File: src/rtl/regfile_ctrl.sv
// Command sequencer for an 8x16 register file: MOVI / MOV / READ / SWAP
// executed as short read-modify-write sequences, READ results returned over
// a valid/ready response channel.
module regfile_ctrl #(
    parameter int unsigned DW   = 16,
    parameter int unsigned IMMW = 8
) (
    input  logic            clk,
    input  logic            rst_n,
    input  logic            cmd_valid,
    output logic            cmd_ready,
    input  logic [1:0]      cmd_op,
    input  logic [2:0]      cmd_rd,
    input  logic [2:0]      cmd_rm,
    input  logic [IMMW-1:0] cmd_imm,
    input  logic [1:0]      cmd_sh,
    output logic [DW-1:0]   rf_data_in,
    output logic [2:0]      rf_writenum,
    output logic            rf_write,
    output logic [2:0]      rf_readnum,
    input  logic [DW-1:0]   rf_data_out,
    output logic            rsp_valid,
    input  logic            rsp_ready,
    output logic [DW-1:0]   rsp_data,
    output logic            busy
);

    typedef enum logic [2:0] {
        StIdle,
        StReadA,
        StReadB,
        StWrite1,
        StWrite2,
        StResp
    } state_e;

    localparam logic [1:0] OpMovi = 2'b00;
    localparam logic [1:0] OpMov  = 2'b01;
    localparam logic [1:0] OpRead = 2'b10;
    localparam logic [1:0] OpSwap = 2'b11;

    localparam logic [1:0] ShLsl1 = 2'b01;
    localparam logic [1:0] ShLsr1 = 2'b10;
    localparam logic [1:0] ShAsr1 = 2'b11;

    state_e          state_q, state_d;
    logic [DW-1:0]   a_q, a_d;
    logic [DW-1:0]   b_q, b_d;
    logic [1:0]      op_q, op_d;
    logic [2:0]      rd_q, rd_d;
    logic [2:0]      rm_q, rm_d;
    logic [IMMW-1:0] imm_q, imm_d;
    logic [1:0]      sh_q, sh_d;

    logic [DW-1:0]   imm_sext;
    logic [DW-1:0]   a_shifted;

    // Immediate sign extension and MOV shifter, both from registered fields only.
    always_comb begin
        imm_sext = {{(DW - IMMW){imm_q[IMMW-1]}}, imm_q};
        case (sh_q)
            ShLsl1:  a_shifted = {a_q[DW-2:0], 1'b0};
            ShLsr1:  a_shifted = {1'b0, a_q[DW-1:1]};
            ShAsr1:  a_shifted = {a_q[DW-1], a_q[DW-1:1]};
            default: a_shifted = a_q;
        endcase
    end

    // Next-state logic: sequencing, operand capture and command latch.
    always_comb begin
        state_d = state_q;
        a_d     = a_q;
        b_d     = b_q;
        op_d    = op_q;
        rd_d    = rd_q;
        rm_d    = rm_q;
        imm_d   = imm_q;
        sh_d    = sh_q;
        case (state_q)
            StIdle: begin
                if (cmd_valid) begin
                    op_d    = cmd_op;
                    rd_d    = cmd_rd;
                    rm_d    = cmd_rm;
                    imm_d   = cmd_imm;
                    sh_d    = cmd_sh;
                    state_d = (cmd_op == OpMovi) ? StWrite1 : StReadA;
                end
            end
            StReadA: begin
                a_d = rf_data_out;
                case (op_q)
                    OpMov:   state_d = StWrite1;
                    OpRead:  state_d = StResp;
                    default: state_d = StReadB;
                endcase
            end
            StReadB: begin
                b_d     = rf_data_out;
                state_d = StWrite1;
            end
            StWrite1: state_d = (op_q == OpSwap) ? StWrite2 : StIdle;
            StWrite2: state_d = StIdle;
            StResp: begin
                if (rsp_ready) state_d = StIdle;
            end
            default: state_d = StIdle;
        endcase
    end

    // Outputs decoded from state and registered fields only.
    always_comb begin
        cmd_ready   = 1'b0;
        busy        = 1'b1;
        rf_write    = 1'b0;
        rf_writenum = '0;
        rf_data_in  = '0;
        rf_readnum  = '0;
        rsp_valid   = 1'b0;
        rsp_data    = '0;
        case (state_q)
            StIdle: begin
                cmd_ready = 1'b1;
                busy      = 1'b0;
            end
            StReadA: rf_readnum = rm_q;
            StReadB: rf_readnum = rd_q;
            StWrite1: begin
                rf_write    = 1'b1;
                rf_writenum = rd_q;
                case (op_q)
                    OpMovi:  rf_data_in = imm_sext;
                    OpMov:   rf_data_in = a_shifted;
                    default: rf_data_in = a_q;
                endcase
            end
            StWrite2: begin
                rf_write    = 1'b1;
                rf_writenum = rm_q;
                rf_data_in  = b_q;
            end
            StResp: begin
                rsp_valid = 1'b1;
                rsp_data  = a_q;
            end
            default: ;
        endcase
    end

    // State and field registers with synchronous active-low reset.
    always_ff @(posedge clk) begin
        if (!rst_n) begin
            state_q <= StIdle;
            a_q     <= '0;
            b_q     <= '0;
            op_q    <= '0;
            rd_q    <= '0;
            rm_q    <= '0;
            imm_q   <= '0;
            sh_q    <= '0;
        end else begin
            state_q <= state_d;
            a_q     <= a_d;
            b_q     <= b_d;
            op_q    <= op_d;
            rd_q    <= rd_d;
            rm_q    <= rm_d;
            imm_q   <= imm_d;
            sh_q    <= sh_d;
        end
    end

endmodule
File: config.mk
export PLATFORM = sky130hd
export DESIGN_NAME = regfile_ctrl
export DESIGN_NICKNAME = d
export VERILOG_FILES = /design/src/rtl/regfile_ctrl.sv
export SDC_FILE = /design/constraint.sdc
export NUM_CORES = 1
export LEC_CHECK = 0
export CAP_MARGIN = 30
export CELL_PAD_IN_SITES_DETAIL_PLACEMENT = 0
export CELL_PAD_IN_SITES_GLOBAL_PLACEMENT = 2
export CORE_MARGIN = 2
export CORE_UTILIZATION = 31
export CTS_CLUSTER_DIAMETER = 150
export DETAILED_ROUTE_END_ITERATION = 16
export DONT_BUFFER_PORTS = 1
export PLACE_DENSITY = 0.77
export SLEW_MARGIN = 20
export SYNTH_ARGS = -nofsm -noshare
export SYNTH_HDL_FRONTEND = slang
export SYNTH_SLANG_ARGS = --single-unit
File: constraint.sdc
create_clock -name clk -period 1.95 [get_ports clk]
set_clock_uncertainty 0.05 [all_clocks]
set_input_delay 0.2925 -clock clk [delete_from_list [all_inputs] [get_ports clk]]
set_output_delay 0.2925 -clock clk [all_outputs]
set_load 0.01 [all_outputs]
==> impl_metrics.env <==
export IMPL_clock_path_buffers=2
export IMPL_synth_compound_area_share_pct=27.7
export IMPL_cts_root_buf="clkbuf_8"
export IMPL_max_cap_viol_count=0
export IMPL_critPathLaunchType="register"
export IMPL_fin_crit_ns=2.06
export IMPL_dieArea_mm2=0.0107
export IMPL_nets=490
export IMPL_hp_class="primary input to register"
export IMPL_drt_iter0_drc=137
export IMPL_final_common_cell="nand2_1"
export IMPL_dr_pass1_iters=4
export IMPL_drive_gt1_share_pct=20.6
export IMPL_cts_hold_buf=0
export IMPL_worst_slack_ns=-0.112
export IMPL_core_mm2=0.00968
export IMPL_wirelength_um=9570
export IMPL_cts_buffers=5
export IMPL_path_buf_inv=3
export IMPL_fin_area_mm2=0.00379
export IMPL_grt_overflow_total=0
export IMPL_clkSinkCount=53
export IMPL_pwr_share_clk_pct=27.9
export IMPL_ys_warn_count=0
export IMPL_vias_per_cell=4.96
export IMPL_ys_types=38
export IMPL_violations="negative setup slack"
export IMPL_die_x_um=103
export IMPL_cts_tree="yes"
export IMPL_crit_path_end_kind="primary output"
export IMPL_antenna_cells=0
export IMPL_fp_dieH_um=103
export IMPL_pin_count=80
export IMPL_synth_mux_area_share_pct=0.328
export IMPL_hold_viol_final=0
export IMPL_synthSimpleGateAreaFrac_pct=29.4
export IMPL_p_sw_share_pct=31.5
export IMPL_synthesis_nets=467
export IMPL_dp_hpwl_um=6790
export IMPL_tightest_slew_ns=0.590
export IMPL_placed_cells=565
export IMPL_required_ns=1.61
export IMPL_initial_core_util_pct=31.5
export IMPL_cts_htree_levels=2
export IMPL_rsz0062_at_grt="true"
export IMPL_gp_congestion=0.908
export IMPL_clkTransAtPathRegs_ns=0.10
export IMPL_total_power_uw=2710
export IMPL_synthAdderAreaFrac_pct=2.05
export IMPL_portBuffers=0
export IMPL_setup_viol=16
export IMPL_synth_xor_area_share_pct=0.287
export IMPL_critPathMaxStageDelay_ns=0.37
export IMPL_avgRoutedWirePerCell_um=16.5
export IMPL_seqPwrFrac_pct=45.9
export IMPL_track_usage_pct=17.9
export IMPL_cp_max_fo=8
export IMPL_tns_ns=-0.973
export IMPL_power_share_combinational_pct=26.2
export IMPL_slew_viol_final=0
export IMPL_grt_pass1_vias=2712
export IMPL_status="finished, violations left"
export IMPL_syn_area_mm2=0.00305
export IMPL_synth_top_family_by_area="simple AND/OR/NAND/NOR gates"
export IMPL_crit_slowest_cell="dfxtp_2"
export IMPL_p_per_area_mw_per_mm2=716
export IMPL_rows=36
export IMPL_grt_first_pass_wirelength_um=14600
export IMPL_synth_cells=424
export IMPL_stdcell_count=580
export IMPL_peakVddDrop_mv=0.498
export IMPL_vias=2876
export IMPL_area_growth_pct=24.1
export IMPL_clk_latency_ns=0.31
export IMPL_final_cell_mix="nand2_1, dfxtp_1, a21boi_0, buf_4, o21ai_1"
export IMPL_grt_max_degree=54
export IMPL_antenna_left=0
export IMPL_fmax_ghz=0.485
export IMPL_p_int_uw=1860
export IMPL_drc_errors=0
export IMPL_path_delay_family="flip-flops"
export IMPL_path_cells="inv_4, ha_4, buf_6, and4b_1, a311oi_2, o21ai_1, buf_4"
export IMPL_p_leak_uw=0.00138
export IMPL_synth_seq_area_share_pct=34.8
export IMPL_p_sw_uw=854
export IMPL_antenna_found_initial=0
export IMPL_finalCritPeriodShare_pct=106
export IMPL_placed_area_mm2=0.00337
export IMPL_synth_seq_cells=53
export IMPL_syn_area_per_cell_um2=7.20
export IMPL_critPathKind="register to primary output"
export IMPL_crit_arrival_ns=1.72
export IMPL_slew_headroom_pct=60.6
-- cell type report --
| cell class | count | area (µm²) |
|---|---|---|
| inverter | 5 | 23.8 |
| clock inverter | 2 | 38.8 |
| fill | 1043 | 5900 |
| multi-input combinational | 337 | 2020 |
| clock buffer | 5 | 68.8 |
| tap | 133 | 166 |
| timing repair buffer | 45 | 409 |
| sequential | 53 | 1070 |
-- registers in the layout, indices dropped and copies added, names as in the netlist --
register / flops
rm_q: 3
imm_q: 8
rd_q: 3
sh_q: 2
a_q: 16
state_q: 3
op_q: 2
b_q: 16
-- metal layers --
metal / part of all wire (%) / GRT usage [%]
met1: 48 / 25.0
met2: 44 / 26.9
met3: 6.2 / 5.11
met4: 1.9 / 5.16
met5: 0 / 0
-- what timing repair did --
| item | in CTS | in global routing |
|---|---|---|
| cloned | 2 | 1 |
| buffers inserted | 3 | 3 |
| pin swaps | 17 | 12 |
| setup endpoints to repair | 20 | 35 |
| resized for setup | 42 | 34 |
-- power by group through the flow --
| stage | clock network (µW) | logic [µW] | registers (µW) |
|---|---|---|---|
| after floorplan | 0 | 423 | 1240 |
| after global placement | 0 | 564 | 1260 |
| after detailed placement | 0 | 568 | 1260 |
| after CTS | 771 | 666 | 1240 |
| after global routing | 821 | 787 | 1260 |
| final | 756 | 710 | 1250 |
-- synthesized netlist by cell type (all sizes together) --
| cell type | number | area (µm²) |
|---|---|---|
| a21boi | 51 | 387 |
| a21oi | 15 | 75.1 |
| a22o | 7 | 61.3 |
| a22oi | 7 | 52.6 |
| a311oi | 1 | 8.76 |
| a31oi | 1 | 6.26 |
| and2 | 19 | 119 |
| and3 | 3 | 18.8 |
| and4b | 1 | 10.0 |
| buf | 16 | 96.3 |
| clkbuf | 14 | 53.8 |
| dfxtp | 53 | 1060 |
| ha | 5 | 62.6 |
| inv | 5 | 18.8 |
| mux2i | 1 | 10.0 |
| nand2 | 140 | 528 |
| nand2b | 9 | 58.8 |
| nor2 | 6 | 30.0 |
| nor2b | 14 | 87.6 |
| nor3 | 2 | 21.3 |
| nor4bb | 1 | 10.0 |
| o21ai | 48 | 240 |
| o22ai | 1 | 6.26 |
| o31ai | 1 | 7.51 |
| or2 | 1 | 6.26 |
| or3 | 1 | 6.26 |
| xnor2 | 1 | 8.76 |
-- stage by stage --
stage	hold slack, ns	util [%]	setup slack [ns]
6_report	0.0513	39.1	-0.112
5_1_grt	0.0311	39.1	-0.219
4_1_cts	0.0474	37.9	-0.104
3_5_place_dp	0.376	34.8	-0.141
3_3_place_gp	0.373	34.8	-0.0701
2_1_floorplan	0.377	-	0.0536
-- path summary, 6_finish.rpt --
check	from	endpoint	slack [ns]	cells after the start
min reg2reg	b_q[13]	b_q[13]	0.41	2
max	op_q[1]	rf_data_in[15]	-0.11	7
max reg2reg	state_q[0]	imm_q[7]	0.38	6
min	rst_n	state_q[0]	0.05	1
-- kinds of logic after synthesis --
group | after synthesis
AO/OA/AOI/OAI | 132
buffers and inverters | 35
flip-flops | 53
adder cells (fa/ha/maj) | 5
XOR/XNOR | 1
multiplexers | 1
AND/OR/NAND/NOR | 197
-- worst reg2reg max path: stages (launching register included) --
cell	delay, ns
dfxtp_1	0.35
buf_4	0.17
nor3_4	0.27
and2_1	0.17
buf_4	0.22
nand2_1	0.12
a21boi_0	0.15
Note: power is estimated with default switching activity, not from simulation.
